$ cat src/rtl/alu_pkg.sv
// Shared definitions for the ALU result path: sample width and window FSM states.
package alu_pkg;

    localparam int ALU_DATA_W = 8;

    typedef enum logic {ACC, DONE} win_state_t;

endpackage

$ cat src/rtl/alu_result_window_if.sv
// Handshake bundle between the ALU result stream, the window block and its consumer.
interface alu_result_window_if
    import alu_pkg::*;
#(
    parameter int DATA_W = ALU_DATA_W,
    parameter int WINDOW = 4
);
    localparam int SUM_W = DATA_W + $clog2(WINDOW);

    logic              clear;
    logic              in_valid;
    logic [DATA_W-1:0] in_data;
    logic              in_ready;
    logic              out_valid;
    logic              out_ready;
    logic [SUM_W-1:0]  out_sum;
    logic [DATA_W-1:0] out_min;
    logic [DATA_W-1:0] out_max;

    modport master (
        output clear, in_valid, in_data, out_ready,
        input  in_ready, out_valid, out_sum, out_min, out_max
    );

    modport slave (
        input  clear, in_valid, in_data, out_ready,
        output in_ready, out_valid, out_sum, out_min, out_max
    );

endinterface

$ cat src/rtl/alu_result_window_minmax_track.sv
// Running minimum/maximum of the samples accepted in the current window.
module minmax_track #(
    parameter int DATA_W = 8
) (
    input  logic              clk,
    input  logic              rst,
    input  logic              sample,
    input  logic              clr,
    input  logic [DATA_W-1:0] data,
    output logic [DATA_W-1:0] acc_min,
    output logic [DATA_W-1:0] acc_max,
    output logic [DATA_W-1:0] min_nxt,
    output logic [DATA_W-1:0] max_nxt
);

    // Next values include the current sample so the top can capture the final totals.
    always_comb begin
        min_nxt = (data < acc_min) ? data : acc_min;
        max_nxt = (data > acc_max) ? data : acc_max;
    end

    always_ff @(posedge clk) begin
        if (!rst || clr) begin
            acc_min <= '1;
            acc_max <= '0;
        end else if (sample) begin
            acc_min <= min_nxt;
            acc_max <= max_nxt;
        end
    end

endmodule

$ cat src/rtl/alu_result_window.sv
// Collects WINDOW accepted ALU results and presents their sum, minimum and maximum.
module alu_result_window
    import alu_pkg::*;
#(
    parameter int DATA_W = ALU_DATA_W,
    parameter int WINDOW = 4
) (
    input  logic              clk,
    input  logic              rst,
    alu_result_window_if.slave bus
);

    localparam int SUM_W = DATA_W + $clog2(WINDOW);
    localparam int CNT_W = (WINDOW > 1) ? $clog2(WINDOW) : 1;
    localparam logic [CNT_W-1:0] LAST_CNT = CNT_W'(WINDOW - 1);

    win_state_t        state, state_n;
    logic [CNT_W-1:0]  cnt;
    logic [SUM_W-1:0]  acc_sum;
    logic [SUM_W-1:0]  sum_nxt;
    logic [DATA_W-1:0] acc_min, acc_max, min_nxt, max_nxt;
    logic              accept;
    logic              last;

    always_comb begin
        bus.in_ready  = (state == ACC) && rst && !bus.clear;
        bus.out_valid = (state == DONE);
        accept        = bus.in_valid && bus.in_ready;
        last          = accept && (cnt == LAST_CNT);
        sum_nxt       = acc_sum + SUM_W'(bus.in_data);
    end

    always_ff @(posedge clk) begin
        if (!rst) state <= ACC;
        else      state <= state_n;
    end

    always_comb begin
        state_n = state;
        if (bus.clear) begin
            state_n = ACC;
        end else begin
            case (state)
                ACC:  if (last)          state_n = DONE;
                DONE: if (bus.out_ready) state_n = ACC;
                default:                 state_n = ACC;
            endcase
        end
    end

    // The window's last sample re-initialises the accumulators in the same edge it is captured.
    always_ff @(posedge clk) begin
        if (!rst || bus.clear || last) begin
            cnt     <= '0;
            acc_sum <= '0;
        end else if (accept) begin
            cnt     <= cnt + CNT_W'(1);
            acc_sum <= sum_nxt;
        end
    end

    always_ff @(posedge clk) begin
        if (!rst) begin
            bus.out_sum <= '0;
            bus.out_min <= '0;
            bus.out_max <= '0;
        end else if (last) begin
            bus.out_sum <= sum_nxt;
            bus.out_min <= min_nxt;
            bus.out_max <= max_nxt;
        end
    end

    minmax_track #(.DATA_W(DATA_W)) u_minmax (
        .clk     (clk),
        .rst     (rst),
        .sample  (accept),
        .clr     (bus.clear || last),
        .data    (bus.in_data),
        .acc_min (acc_min),
        .acc_max (acc_max),
        .min_nxt (min_nxt),
        .max_nxt (max_nxt)
    );

endmodule
$ cat src/flat_wrapper.sv
// flat-port wrapper written by rule: the top's interface ports become plain ports
module alu_result_window_flat import alu_pkg::*;
#(
    parameter int DATA_W = ALU_DATA_W,
    parameter int WINDOW = 4
)
  (clk, rst, bus_clear, bus_in_valid, bus_in_data, bus_out_ready, bus_in_ready, bus_out_valid, bus_out_sum, bus_out_min, bus_out_max);
  alu_result_window_if #(.DATA_W(DATA_W), .WINDOW(WINDOW)) bus_i ();
  input  logic clk;
  input  logic rst;
  input wire logic [$bits(bus_i.clear)-1:0] bus_clear;
  input wire logic [$bits(bus_i.in_valid)-1:0] bus_in_valid;
  input wire logic [$bits(bus_i.in_data)-1:0] bus_in_data;
  input wire logic [$bits(bus_i.out_ready)-1:0] bus_out_ready;
  output wire logic [$bits(bus_i.in_ready)-1:0] bus_in_ready;
  output wire logic [$bits(bus_i.out_valid)-1:0] bus_out_valid;
  output wire logic [$bits(bus_i.out_sum)-1:0] bus_out_sum;
  output wire logic [$bits(bus_i.out_min)-1:0] bus_out_min;
  output wire logic [$bits(bus_i.out_max)-1:0] bus_out_max;
  assign bus_i.clear = bus_clear;
  assign bus_i.in_valid = bus_in_valid;
  assign bus_i.in_data = bus_in_data;
  assign bus_i.out_ready = bus_out_ready;
  assign bus_in_ready = bus_i.in_ready;
  assign bus_out_valid = bus_i.out_valid;
  assign bus_out_sum = bus_i.out_sum;
  assign bus_out_min = bus_i.out_min;
  assign bus_out_max = bus_i.out_max;
  alu_result_window #(.DATA_W(DATA_W), .WINDOW(WINDOW)) u_core (.clk(clk), .rst(rst), .bus(bus_i));
endmodule
$ cat config.mk
export PLATFORM = sky130hd
export DESIGN_NAME = alu_result_window_flat
export DESIGN_NICKNAME = d
export VERILOG_FILES = /design/src/rtl/alu_pkg.sv /design/src/rtl/alu_result_window_if.sv /design/src/rtl/alu_result_window_minmax_track.sv /design/src/rtl/alu_result_window.sv /design/src/flat_wrapper.sv
export SDC_FILE = /design/constraint.sdc
export NUM_CORES = 1
export LEC_CHECK = 0
export BUFFER_PORTS_ARGS = -buffer_cell sky130_fd_sc_hd__buf_2
export CORE_UTILIZATION = 35
export DETAILED_ROUTE_END_ITERATION = 7
export GPL_ROUTABILITY_DRIVEN = 0
export GPL_TIMING_DRIVEN = 0
export SETUP_SLACK_MARGIN = 0.3
export SLEW_MARGIN = 20
export SYNTH_ARGS = -nofsm -noshare
export SYNTH_HDL_FRONTEND = slang
export SYNTH_SLANG_ARGS = --single-unit
$ cat constraint.sdc
create_clock -name clk -period 2.35 [get_ports clk]
set_clock_uncertainty 0.1 [all_clocks]
set_input_delay 0.1175 -clock clk [delete_from_list [all_inputs] [get_ports clk]]
set_output_delay 0.1175 -clock clk [all_outputs]
set_load 0.02 [all_outputs]
# Yosys cells after proc, flatten, opt, wreduce, memory -nomap -nowiden
# Index checks and enable logic that the tools add are counted.
# W data, S select, Z words.
[totals]
elab_cells = 31
output_inout_bits = 28
ff_bits = 55
input_bits = 13
[classes]
n_reduce_logical = 11
n_lt_le_gt_ge = 2
addsub = 2
bitwise = 2
muxes = 5
eq_ne = 1
[ops]
columns = ["cell", "count"]
rows = [
  ["$mux W8", 2],
  ["$add A10 B8 Y10", 1],
  ["$gt A8 B8 Y1", 1],
  ["$lt A8 B8 Y1", 1],
  ["$logic_and A1 B1 Y1", 4],
  ["$logic_or A1 B1 Y1", 4],
  ["$add A2 B1 Y2 const B", 1],
  ["$eq A2 B2 Y1 const B", 1],
  ["$logic_not A1 Y1", 2],
  ["$mux W1", 2],
  ["$not A1 Y1", 2],
  ["$pmux W1 S2", 1],
  ["$reduce_or A2 Y1", 1],
]

# Longest topological paths before layout
# Gate-level depths: netlist (run 1).
[logic_depth]
depth_word = 7
mapped_depth = 8
depth_no_buf = 8

# Modules after synthesis
# A second synthesis (run 1) with hierarchy kept.
[unflattened]
cells_unflattened = 356
hier_area_um2 = 3034.2
[by_module_without_submodules]
columns = ["module", "n_inst", "area_per_inst_um2", "seq_area_each_um2", "cells_per_inst"]
rows = [
  ["alu_result_window", 1, 1833.0, 780.7, 213],
  ["minmax_track", 1, 1201.2, 320.3, 143],
]

# Worst setup path after synthesis (run 1)
# OpenSTA, ideal clock, no wires.
[synth_path]
path_kind = "flip-flop to flip-flop"
from = "register u_core.u_minmax.acc_max[6]"
to = "register u_core.u_minmax.acc_max[4]"
stages_incl_launch_ff = 9
synth_period_minus_slack_ps = 1933
slack_ps = 417
setup_time_ps = 122
path_buffers = 1
arrival_time_ps = 1712
required_time_ps = 2128
path_cell_list = "dfxtp_1 > inv_1 > ha_1 > and4_1 > and2_1 > a311o_2 > buf_2 > o21ai_0 > a21oi_1"
[synth_via]
elab_chain_cells = 2
[synth_lines]
columns = ["element", "line", "rtl"]
rows = [
  ["start: declaration", "alu_result_window_minmax_track.sv:11", "output logic [DATA_W-1:0] acc_max,"],
  ["start signal: assignment", "alu_result_window_minmax_track.sv:28", "acc_max <= max_nxt;"],
  ["$gt A8 B8 Y1", "alu_result_window_minmax_track.sv:19", "max_nxt = (data > acc_max) ? data : acc_max;"],
  ["$mux W8", "alu_result_window_minmax_track.sv:19", ""],
]
# Every way passes these cells.
# A chain may end at the register's enable or synchronous reset.

# Final worst setup path (run 1)
[layout_path]
from = "register u_core.u_minmax.acc_max[1]"
to = "register u_core.u_minmax.acc_max[1]"
[layout_via]
elab_chain_cells = 2
[layout_lines]
columns = ["element", "line"]
rows = [
  ["$gt A8 B8 Y1", "alu_result_window_minmax_track.sv:19"],
  ["$mux W8 (*)", "alu_result_window_minmax_track.sv:19"],
]
# Every way passes the cells marked *; elsewhere a longest branch is shown, timed or not.

==> results of run 1 <==
[path summary, 6_finish.rpt]
| kind | start | end | slack [ps] |
|---|---|---|---|
| max | u_core.u_minmax.acc_max[1]$_SDFFE_PP0P_ | u_core.u_minmax.acc_max[1]$_SDFFE_PP0P_ | 350 |
| min | rst | u_core.bus.out_valid$_SDFF_PP0_ | 40 |
| max reg2reg | u_core.u_minmax.acc_max[1]$_SDFFE_PP0P_ | u_core.u_minmax.acc_max[1]$_SDFFE_PP0P_ | 350 |
| min reg2reg | u_core.bus.out_sum[2]$_SDFFE_PN0P_ | u_core.bus.out_sum[2]$_SDFFE_PN0P_ | 360 |
[cells in the final DEF (no fill, tap or decap), drive strengths merged, types with 2 or more instances in the layout]
cell    instances
and3            2
o21ai          40
a211oi          3
or3             4
and4            4
inv            20
dfxtp          55
mux2i           2
buf            72
nor2            5
nand3b          2
a21boi          7
clkbuf         15
a31oi          11
o21a            2
and2            3
nand2b          3
ha             24
xnor2           3
nand3          37
nand2          52
a21o            9
a21oi          43
o211ai          3
nor2b           3
[per-stage QoR]
stage	area [um2]	hold WS (ps)	cells	setup slack, ps
6_report	3770	44.0	543	354
5_1_grt	3770	53.4	543	286
4_1_cts	3530	35.5	534	289
3_5_place_dp	3340	294	516	211
3_3_place_gp	3340	288	516	243
2_1_floorplan	3010	164	371	417
[flip-flops by register name (all words and copies together), names as in the netlist]
name and flops:
u_core.cnt 2, u_core.u_minmax.acc_min 8, u_core.bus.out_valid 1, u_core.bus.out_sum 10, u_core.bus.out_max 8, u_core.bus.out_min 8, u_core.u_minmax.acc_max 8, u_core.acc_sum 10
[kinds of logic (layout without fill, tap and decap cells)]
family	Yosys count	after routing
AO/OA/AOI/OAI	125	125
multiplexers	3	3
flip-flops	55	55
adder cells (fa/ha/maj)	25	25
buffers and inverters	42	109
XOR/XNOR	3	3
AND/OR/NAND/NOR	118	118
[worst max-delay path: cells and delay by family, from the launching register on]
kind	cells	cell delay, ps
flip-flops	1	380
AO/OA/AOI/OAI	4	850
adder cells (fa/ha/maj)	1	250
AND/OR/NAND/NOR	1	120
buffers and inverters	2	190
[what timing repair did]
item                                    CTS  global route
gates resized for setup                  14            47
gates cloned                              2             0
hold buffers                              1             0
endpoints found under the setup margin   27            33
pin swaps                                 4            20
hold endpoints to repair                  1             0
buffers inserted                          8             9
[report_power, final]
part,total (mW),internal (mW),switching (mW)
logic,0.272,0.111,0.161
registers,0.944,0.938,0.00556
clock network,0.560,0.233,0.327
[layer usage]
metal  part of all wire  GRT usage
met1               0.46      0.270
met2               0.47      0.325
met3              0.063     0.0354
met4             0.0046     0.0253
met5                  0          0
[cell type report]
class / instances / area, um2
Fill cell: 847 / 4490
Multi-Input combinational cell: 274 / 1870
Sequential cell: 55 / 1120
Timing Repair Buffer: 60 / 368
Tap cell: 105 / 131
Buffer: 22 / 118
Clock buffer: 6 / 82.6
Inverter: 20 / 75.1
Clock inverter: 1 / 5.00
==> results.py, run 1 <==
metrics = {
    "placed_design": {
        "io_buffers": 40,
        "dp_hpwl_um": 5840,
    },
    "floorplan": {
        "ios": 41,
        "die_area_um2": 8970,
        "die_w_um": 94.7,
        "num_rows": 33,
        "coreArea_um2": 8260,
        "initial_utilization": 0.364,
        "die_height_um": 94.7,
    },
    "setup_path": {
        "worstRegToRegCells": 8,
        "critPathMaxStageDelay_ps": 470,
        "crit_path_max_fanout": 6,
        "critPathKind": "reg2reg",
        "cp-end-kind": "register",
        "path_cells": "inv_2 > ha_4 > nor2b_1 > o211ai_1 > a311o_2 > buf_6 > o21ai_2 > a21oi_2",
        "start_kind": "register",
        "crit_required_ps": 2460,
        "cpMaxStageDelayCell": "a311o_2",
        "cp.arrival_ps": 2100,
    },
    "grt": {
        "grt_max_degree": 16,
        "grt_pass1_wl_um": 13500,
        "grt_pass1_vias": 2667,
        "antenna_found_initial": 0,
        "grtUsageTotal": 0.196,
        "overflow": 0,
    },
    "synthesis": {
        "synthAdderAreaFrac": 0.106,
        "syn_avg_cell_area_um2": 8.11,
        "synth.most_common_cell": "dfxtp_1",
        "synth.area.top_cells": "dfxtp_1 (37%), ha_1 (10%), a21oi_1 (7.2%)",
        "synth_top_area_cell": "dfxtp_1",
        "ys.flop_type": "dfxtp_1",
        "synthTopCellsByCount": "dfxtp_1 (55), nand2_1 (52), a21oi_1 (43)",
        "syn_nets": 409,
        "synth_xor_area_frac": 0.00874,
        "syn_area_um2": 3010,
        "synth_compound_area_frac": 0.258,
        "synth_cell_types": 48,
        "synth_top_family_by_area": "compound AO/OA/AOI/OAI gates",
        "netlist_instances": 371,
        "synth_top_area_frac": 0.366,
        "yosys.area_share.simple": 0.190,
        "synthArstFlopShare": 0,
        "synth_edf_count": 0,
        "ys_seq_elements": 55,
        "synthMuxAreaShare": 0.0104,
        "ys_warn_count": 0,
        "ys_seq_area_frac": 0.366,
    },
    "clock_network": {
        "ctsLongestPathBuffers": 2,
        "cts_buffers": 5,
        "clock_latency_ps": 320,
        "clk_pin_slew_ps": 100,
        "cts_tree": "yes",
        "cts.sinks": 55,
        "cts_htree_levels": 2,
        "cts_root_buf": "clkbuf_8",
    },
    "power_and_ir_drop": {
        "powerDensity_nw_per_um2": 472,
        "power_mw": 1.78,
        "vdd_drop_max_v": 0.000294,
        "p_leak_nw": 1.62,
    },
    "detailed_routing": {
        "vias": 2935,
        "dr.first_iter.drc_count": 168,
        "drt_pre_antenna_iters": 4,
        "post-route-drc-count": 0,
        "post_drt_wl_per_cell_um": 15.6,
        "vias_per_cell": 5.41,
        "wl_um": 8500,
        "ant_nets": 0,
    },
    "sta": {
        "rsz0062_at_grt": "true",
        "tightest_slew_ps": 556,
        "min_period_over_period": 0.849,
        "setup_viol": 0,
        "timing.fmax_mhz": 501,
        "slew_violations": 0,
        "hold_viol_final": 0,
        "setup_tns_ps": 0,
        "max_slew_margin": 0.629,
        "fin_crit_ps": 2000,
    },
    "layout": {
        "antenna_cells": 0,
        "drive_gt1_frac": 0.292,
        "final_nets": 476,
        "syn2layout_area_growth_pct": 25.2,
        "fin_util": 0.456,
    },
    "run": {
        "drv_cap": 0,
    },
    "min_path": {
        "hp-class": "in2reg",
        "holdPathStages": 3,
    },
    "run_status": {
        "status": "complete, no violations",
    },
}
Power figures use the tool's default switching activity.
==> run 2: changes to the inputs <==
==> constraint.sdc (replaced) <==
create_clock -name clk -period 2.05 [get_ports clk]
set_clock_uncertainty 0.1 [all_clocks]
set_input_delay 0.1025 -clock clk [delete_from_list [all_inputs] [get_ports clk]]
set_output_delay 0.1025 -clock clk [all_outputs]
set_load 0.02 [all_outputs]
==> results.py, run 2 (synthesis gave the netlist of run 1 again) <==
metrics = {
    "run_status": {
        "status": "complete, no violations",
    },
    "setup_path": {
        "r2r-end": "u_core.u_minmax.acc_max[3]$_SDFFE_PP0P_",
        "crit_path_max_fanout": 5,
        "worstRegToRegCells": 9,
        "crit_required_ps": 2190,
        "timing.rr.start": "u_core.u_minmax.acc_max[4]$_SDFFE_PP0P_",
        "start_kind": "register",
        "cp.arrival_ps": 2170,
        "reg2reg_slack_ps": 30,
        "path_cells": "inv_1 > ha_4 > and4_4 > a211oi_4 > buf_4 > a311oi_4 > buf_6 > nand3_2 > a21oi_2",
        "cpMaxStageDelayCell": "dfxtp_2",
        "cp-end-kind": "register",
        "critPathMaxStageDelay_ps": 360,
        "critPathKind": "reg2reg",
    },
    "detailed_routing": {
        "post-route-drc-count": 0,
        "dr.first_iter.drc_count": 162,
        "drt_pre_antenna_iters": 4,
        "vias_per_cell": 5.61,
        "post_drt_wl_per_cell_um": 17.1,
        "vias": 3107,
        "ant_nets": 0,
        "wl_um": 9470,
    },
    "clock_network": {
        "ctsLongestPathBuffers": 2,
        "cts_buffers": 5,
        "cts_tree": "yes",
        "clk_pin_slew_ps": 110,
        "cts_root_buf": "clkbuf_8",
        "cts_htree_levels": 2,
        "cts.sinks": 55,
        "clock_latency_ps": 320,
    },
    "power_and_ir_drop": {
        "power_frac_comb": 0.166,
        "power_frac_seq": 0.465,
        "vdd_drop_max_v": 0.000268,
        "p_sw_uw": 605,
        "clkPwrFrac": 0.369,
        "switching_share": 0.259,
        "internal_power_mw": 1.73,
        "powerDensity_nw_per_um2": 539,
        "p_leak_nw": 1.74,
        "power_mw": 2.33,
    },
    "grt": {
        "grt_pass1_vias": 2928,
        "antenna_found_initial": 0,
        "grt_max_degree": 17,
        "grtUsageTotal": 0.216,
        "grt_pass1_wl_um": 14700,
        "overflow": 0,
    },
    "placed_design": {
        "dpl_cell_area_um2": 3440,
        "io_buffers": 40,
        "dp_hpwl_um": 6200,
        "dp.cells": 516,
        "post-place-ws_ps": -70.3,
    },
    "layout": {
        "fin_util": 0.524,
        "final_nets": 486,
        "top_regs": "u_core.acc_sum (10), u_core.bus.out_sum (10)",
        "final_area_um2": 4320,
        "layout_commonest_cell": "buf_2",
        "drive_gt1_frac": 0.463,
        "layout_common_cells": "buf_2 (44), nand2_1 (42), dfxtp_1 (38)",
        "antenna_cells": 0,
        "syn2layout_area_growth_pct": 43.8,
        "instances_no_fill": 554,
    },
    "floorplan": {
        "initial_utilization": 0.364,
        "die_w_um": 94.7,
        "coreArea_um2": 8260,
        "die_height_um": 94.7,
        "num_rows": 33,
        "die_area_um2": 8970,
        "ios": 41,
    },
    "sta": {
        "max_slew_margin": 0.670,
        "timing.fmax_mhz": 495,
        "min_period_over_period": 0.986,
        "setup_viol": 0,
        "fin_ws_ps": 27.8,
        "setup_tns_ps": 0,
        "rsz0062_at_grt": "true",
        "slew_violations": 0,
        "fin_crit_ps": 2020,
        "timing.hold.ws_ps": 23.9,
        "hold_viol_final": 0,
        "tightest_slew_ps": 494,
    },
    "min_path": {
        "holdPathStages": 3,
        "holdPathEnd": "u_core.bus.out_valid$_SDFF_PP0_",
        "hp-start": "rst",
        "hp-class": "in2reg",
    },
    "run": {
        "drv_cap": 0,
    },
}
## run 2: cell count changes in the layout (fill, tap and decap cells not counted), sizes merged
cell,delta
buf,+7
clkbuf,+3
bufinv,+2
clkinv,-1
## run 2: how the worst max path moves through the flow
stage | startpoint | end | slack (ps) | cells past startpoint
detailed placement | u_core.u_minmax.acc_max[2]$_SDFFE_PP0P_ | u_core.u_minmax.acc_max[5]$_SDFFE_PP0P_ | -70 | 8
CTS | u_core.u_minmax.acc_max[6]$_SDFFE_PP0P_ | u_core.bus.out_max[4]$_SDFFE_PN0P_ | 80 | 9
floorplan | u_core.u_minmax.acc_max[7]$_SDFFE_PP0P_ | u_core.u_minmax.acc_max[4]$_SDFFE_PP0P_ | 150 | 8
global placement | u_core.u_minmax.acc_max[2]$_SDFFE_PP0P_ | u_core.u_minmax.acc_max[6]$_SDFFE_PP0P_ | -20 | 8
global route | u_core.u_minmax.acc_max[6]$_SDFFE_PP0P_ | u_core.bus.out_max[1]$_SDFFE_PN0P_ | -50 | 9
finish | u_core.u_minmax.acc_max[4]$_SDFFE_PP0P_ | u_core.u_minmax.acc_max[3]$_SDFFE_PP0P_ | 30 | 9
## run 2: routing by layer
| metal | up-vias | share of wire | wire length [um] | GRT usage |
|---|---|---|---|---|
| li1 | 1482 | - | - | - |
| met1 | 1539 | 0.45 | 4280 | 0.277 |
| met2 | 71 | 0.49 | 4600 | 0.367 |
| met3 | 15 | 0.038 | 358 | 0.0258 |
| met5 | - | 0 | 0 | 0 |
| met4 | 0 | 0.024 | 228 | 0.0821 |
## run 2: layout make-up
cell class / instances / area, um2
buffer: 22 / 161
clock buffer: 6 / 72.6
clock inverter: 2 / 60.1
fill: 771 / 3930
inverter: 20 / 75.1
multi-input combinational: 274 / 2240
sequential: 55 / 1120
tap: 105 / 131
timing repair buffer: 70 / 462
## run 2: worst max-delay path, delay by kind of cell (launching register included)
kind | cells | cell delay (ps)
AOI/OAI and AO/OA | 3 | 520
buffers and inverters | 3 | 400
DFF | 1 | 360
and+or+nand+nor | 2 | 300
adders and majority gates | 1 | 260
## run 2: what timing repair did
| item | in CTS | in global routing |
|---|---|---|
| hold buffers | 1 | 0 |
| hold endpoints to repair | 1 | 0 |
| cloned | 4 | 0 |
| buffers inserted | 17 | 8 |
| gates resized for setup | 89 | 51 |
| endpoints found under the setup margin | 49 | 50 |
| pin swaps | 48 | 33 |
## run 2: power groups by stage
stage	combinational, mW	clock, mW	sequential [mW]
after detailed placement	0.266	0	1.11
after global routing	0.418	0.910	1.08
after CTS	0.345	0.868	1.08
after floorplan	0.179	0	1.11
final	0.387	0.862	1.08
after global placement	0.261	0	1.11
==> run 3: changes to the inputs <==
--- a/config.mk
+++ b/config.mk
@@ -10,6 +10,7 @@
 export DETAILED_ROUTE_END_ITERATION = 7
 export GPL_ROUTABILITY_DRIVEN = 0
 export GPL_TIMING_DRIVEN = 0
+export MAX_ROUTING_LAYER = met4
 export SETUP_SLACK_MARGIN = 0.3
 export SLEW_MARGIN = 20
 export SYNTH_ARGS = -nofsm -noshare
==> results.py, run 3 (synthesis gave the netlist of run 1 again) <==
metrics = {
    "clock_network": {
        "clock_latency_ps": 320,
        "cts_tree": "yes",
        "cts.sinks": 55,
        "ctsLongestPathBuffers": 2,
        "clk_pin_slew_ps": 110,
        "cts_root_buf": "clkbuf_8",
        "cts_htree_levels": 2,
        "cts_buffers": 5,
    },
    "layout": {
        "fill_cells": 767,
        "syn2layout_area_growth_pct": 44.1,
        "layout_common_cells": "buf_2 (44), nand2_1 (42), dfxtp_1 (38)",
        "drive_gt1_frac": 0.464,
        "antenna_cells": 0,
        "layout_commonest_cell": "buf_2",
        "ff_latch_area_um2": 1120,
        "multi_input_area_um2": 2240,
        "final_nets": 487,
        "top_regs": "u_core.acc_sum (10), u_core.bus.out_sum (10)",
    },
    "sta": {
        "max_slew_margin": 0.681,
        "setup_viol": 0,
        "hold_viol_final": 0,
        "timing.fmax_mhz": 493,
        "fin_crit_ps": 2030,
        "rsz0062_at_grt": "true",
        "slew_violations": 0,
        "fin_ws_ps": 22.8,
        "min_period_over_period": 0.989,
        "tightest_slew_ps": 478,
    },
    "setup_path": {
        "critPathKind": "reg2reg",
        "cpMaxStageDelayCell": "dfxtp_2",
        "start_kind": "register",
        "crit_path_max_fanout": 5,
        "cp.arrival_ps": 2170,
        "cp-startpoint": "u_core.u_minmax.acc_max[4]$_SDFFE_PP0P_",
        "crit_family": "compound AO/OA/AOI/OAI gates",
        "path_buf_inv": 3,
        "crit_required_ps": 2190,
        "path_cells": "inv_1 > ha_4 > and4_4 > a211oi_4 > buf_4 > a311oi_4 > buf_6 > nand3_2 > a21oi_2",
        "cp-end-kind": "register",
        "worstRegToRegCells": 9,
        "cp.depth": 9,
        "timing.rr.start": "u_core.u_minmax.acc_max[4]$_SDFFE_PP0P_",
        "critPathMaxStageDelay_ps": 360,
        "reg2reg_slack_ps": 20,
        "crit_end": "u_core.u_minmax.acc_max[3]$_SDFFE_PP0P_",
        "r2r-end": "u_core.u_minmax.acc_max[3]$_SDFFE_PP0P_",
    },
    "power_and_ir_drop": {
        "internal_power_mw": 1.73,
        "power_frac_seq": 0.464,
        "p_leak_nw": 1.75,
        "clkPwrFrac": 0.370,
        "switching_share": 0.259,
        "p_sw_uw": 606,
        "vdd_drop_max_v": 0.000268,
        "power_frac_comb": 0.166,
        "powerDensity_nw_per_um2": 539,
        "power_mw": 2.34,
    },
    "floorplan": {
        "initial_utilization": 0.364,
        "num_rows": 33,
        "die_area_um2": 8970,
        "ios": 41,
        "die_height_um": 94.7,
        "coreArea_um2": 8260,
        "die_w_um": 94.7,
    },
    "min_path": {
        "hp-class": "in2reg",
    },
    "grt": {
        "grt_pass1_vias": 2919,
        "grtUsageTotal": 0.222,
        "grt_max_degree": 17,
        "grt_pass1_wl_um": 14700,
        "overflow": 0,
        "antenna_found_initial": 0,
    },
    "detailed_routing": {
        "wl_um": 9490,
        "drt_pre_antenna_iters": 4,
        "dr.first_iter.drc_count": 175,
        "vias": 3106,
        "post-route-drc-count": 0,
        "vias_per_cell": 5.60,
        "ant_nets": 0,
        "post_drt_wl_per_cell_um": 17.1,
    },
    "placed_design": {
        "io_buffers": 40,
        "post-place-ws_ps": -70.3,
        "dp_hpwl_um": 6200,
    },
    "run_status": {
        "status": "complete, no violations",
    },
    "run": {
        "drv_cap": 0,
    },
}
==> run 3: cell count changes in the layout (fill, tap and decap cells not counted), sizes merged <==
cell,delta
buf,+1
==> run 3: per-stage QoR <==
step / setup TNS, ps / area, um2 / hold WS (ps) / util / instances
global placement: -65.9 / 3440 / 274 / 0.417 / 516
global route: -359 / 4340 / 58.9 / 0.525 / 555
CTS: 0 / 4090 / 29.7 / 0.495 / 546
finish: 0 / 4340 / 23.5 / 0.525 / 555
floorplan: 0 / 3110 / 133 / - / 371
detailed placement: -337 / 3440 / 281 / 0.417 / 516
==> run 3: power by group through the flow <==
stage,registers [mW],logic (mW),clock network (mW)
after floorplan,1.11,0.179,0
after global placement,1.11,0.261,0
after detailed placement,1.11,0.266,0
after CTS,1.08,0.345,0.868
after global routing,1.08,0.420,0.910
final,1.08,0.388,0.863
==> run 3: worst min-delay path by stage <==
stage                   start                                       to  slack, ps  cells past startpoint
2_1_floorplan  bus_in_data[0]  u_core.u_minmax.acc_max[0]$_SDFFE_PP0P_        130                      2
3_3_place_gp    bus_out_ready          u_core.bus.out_valid$_SDFF_PP0_        270                      3
3_5_place_dp    bus_out_ready          u_core.bus.out_valid$_SDFF_PP0_        280                      3
4_1_cts        bus_in_data[5]  u_core.u_minmax.acc_max[5]$_SDFFE_PP0P_         30                      3
5_1_grt        bus_in_data[0]  u_core.u_minmax.acc_max[0]$_SDFFE_PP0P_         60                      3
6_report                  rst          u_core.bus.out_valid$_SDFF_PP0_         20                      3
==> run 3: layout make-up <==
| cell class | count | share of cell area |
|---|---|---|
| repair buffers | 71 | 0.109 |
| inverters | 20 | 0.0173 |
| flip-flops and latches | 55 | 0.259 |
| clock buffers | 6 | 0.0167 |
| well taps | 105 | 0.0303 |
| clock inverters | 2 | 0.0139 |
| plain buffers | 22 | 0.0372 |
| multi-input cells | 274 | 0.516 |
==> run 3: worst min-delay path, stage by stage <==
cell and delay, ps:
buf_2 120, nand2b_1 140, a21oi_1 50
==> run 3: metal layers <==
layer	vias up	global-route usage	part of all wire
met4	0	0.0821	0.021
met2	74	0.367	0.50
li1	1485	-	-
met1	1534	0.279	0.45
met5	-	-	0
met3	13	0.0242	0.032
==> run 3: timing repair <==
| action | 4_1_cts | 5_1_grt |
|---|---|---|
| gates resized for setup | 89 | 52 |
| hold endpoints to repair | 1 | 0 |
| pin swaps | 48 | 33 |
| hold buffers | 1 | 0 |
| cloned | 4 | 0 |
| buffers inserted | 17 | 9 |
| setup endpoints to repair | 49 | 50 |
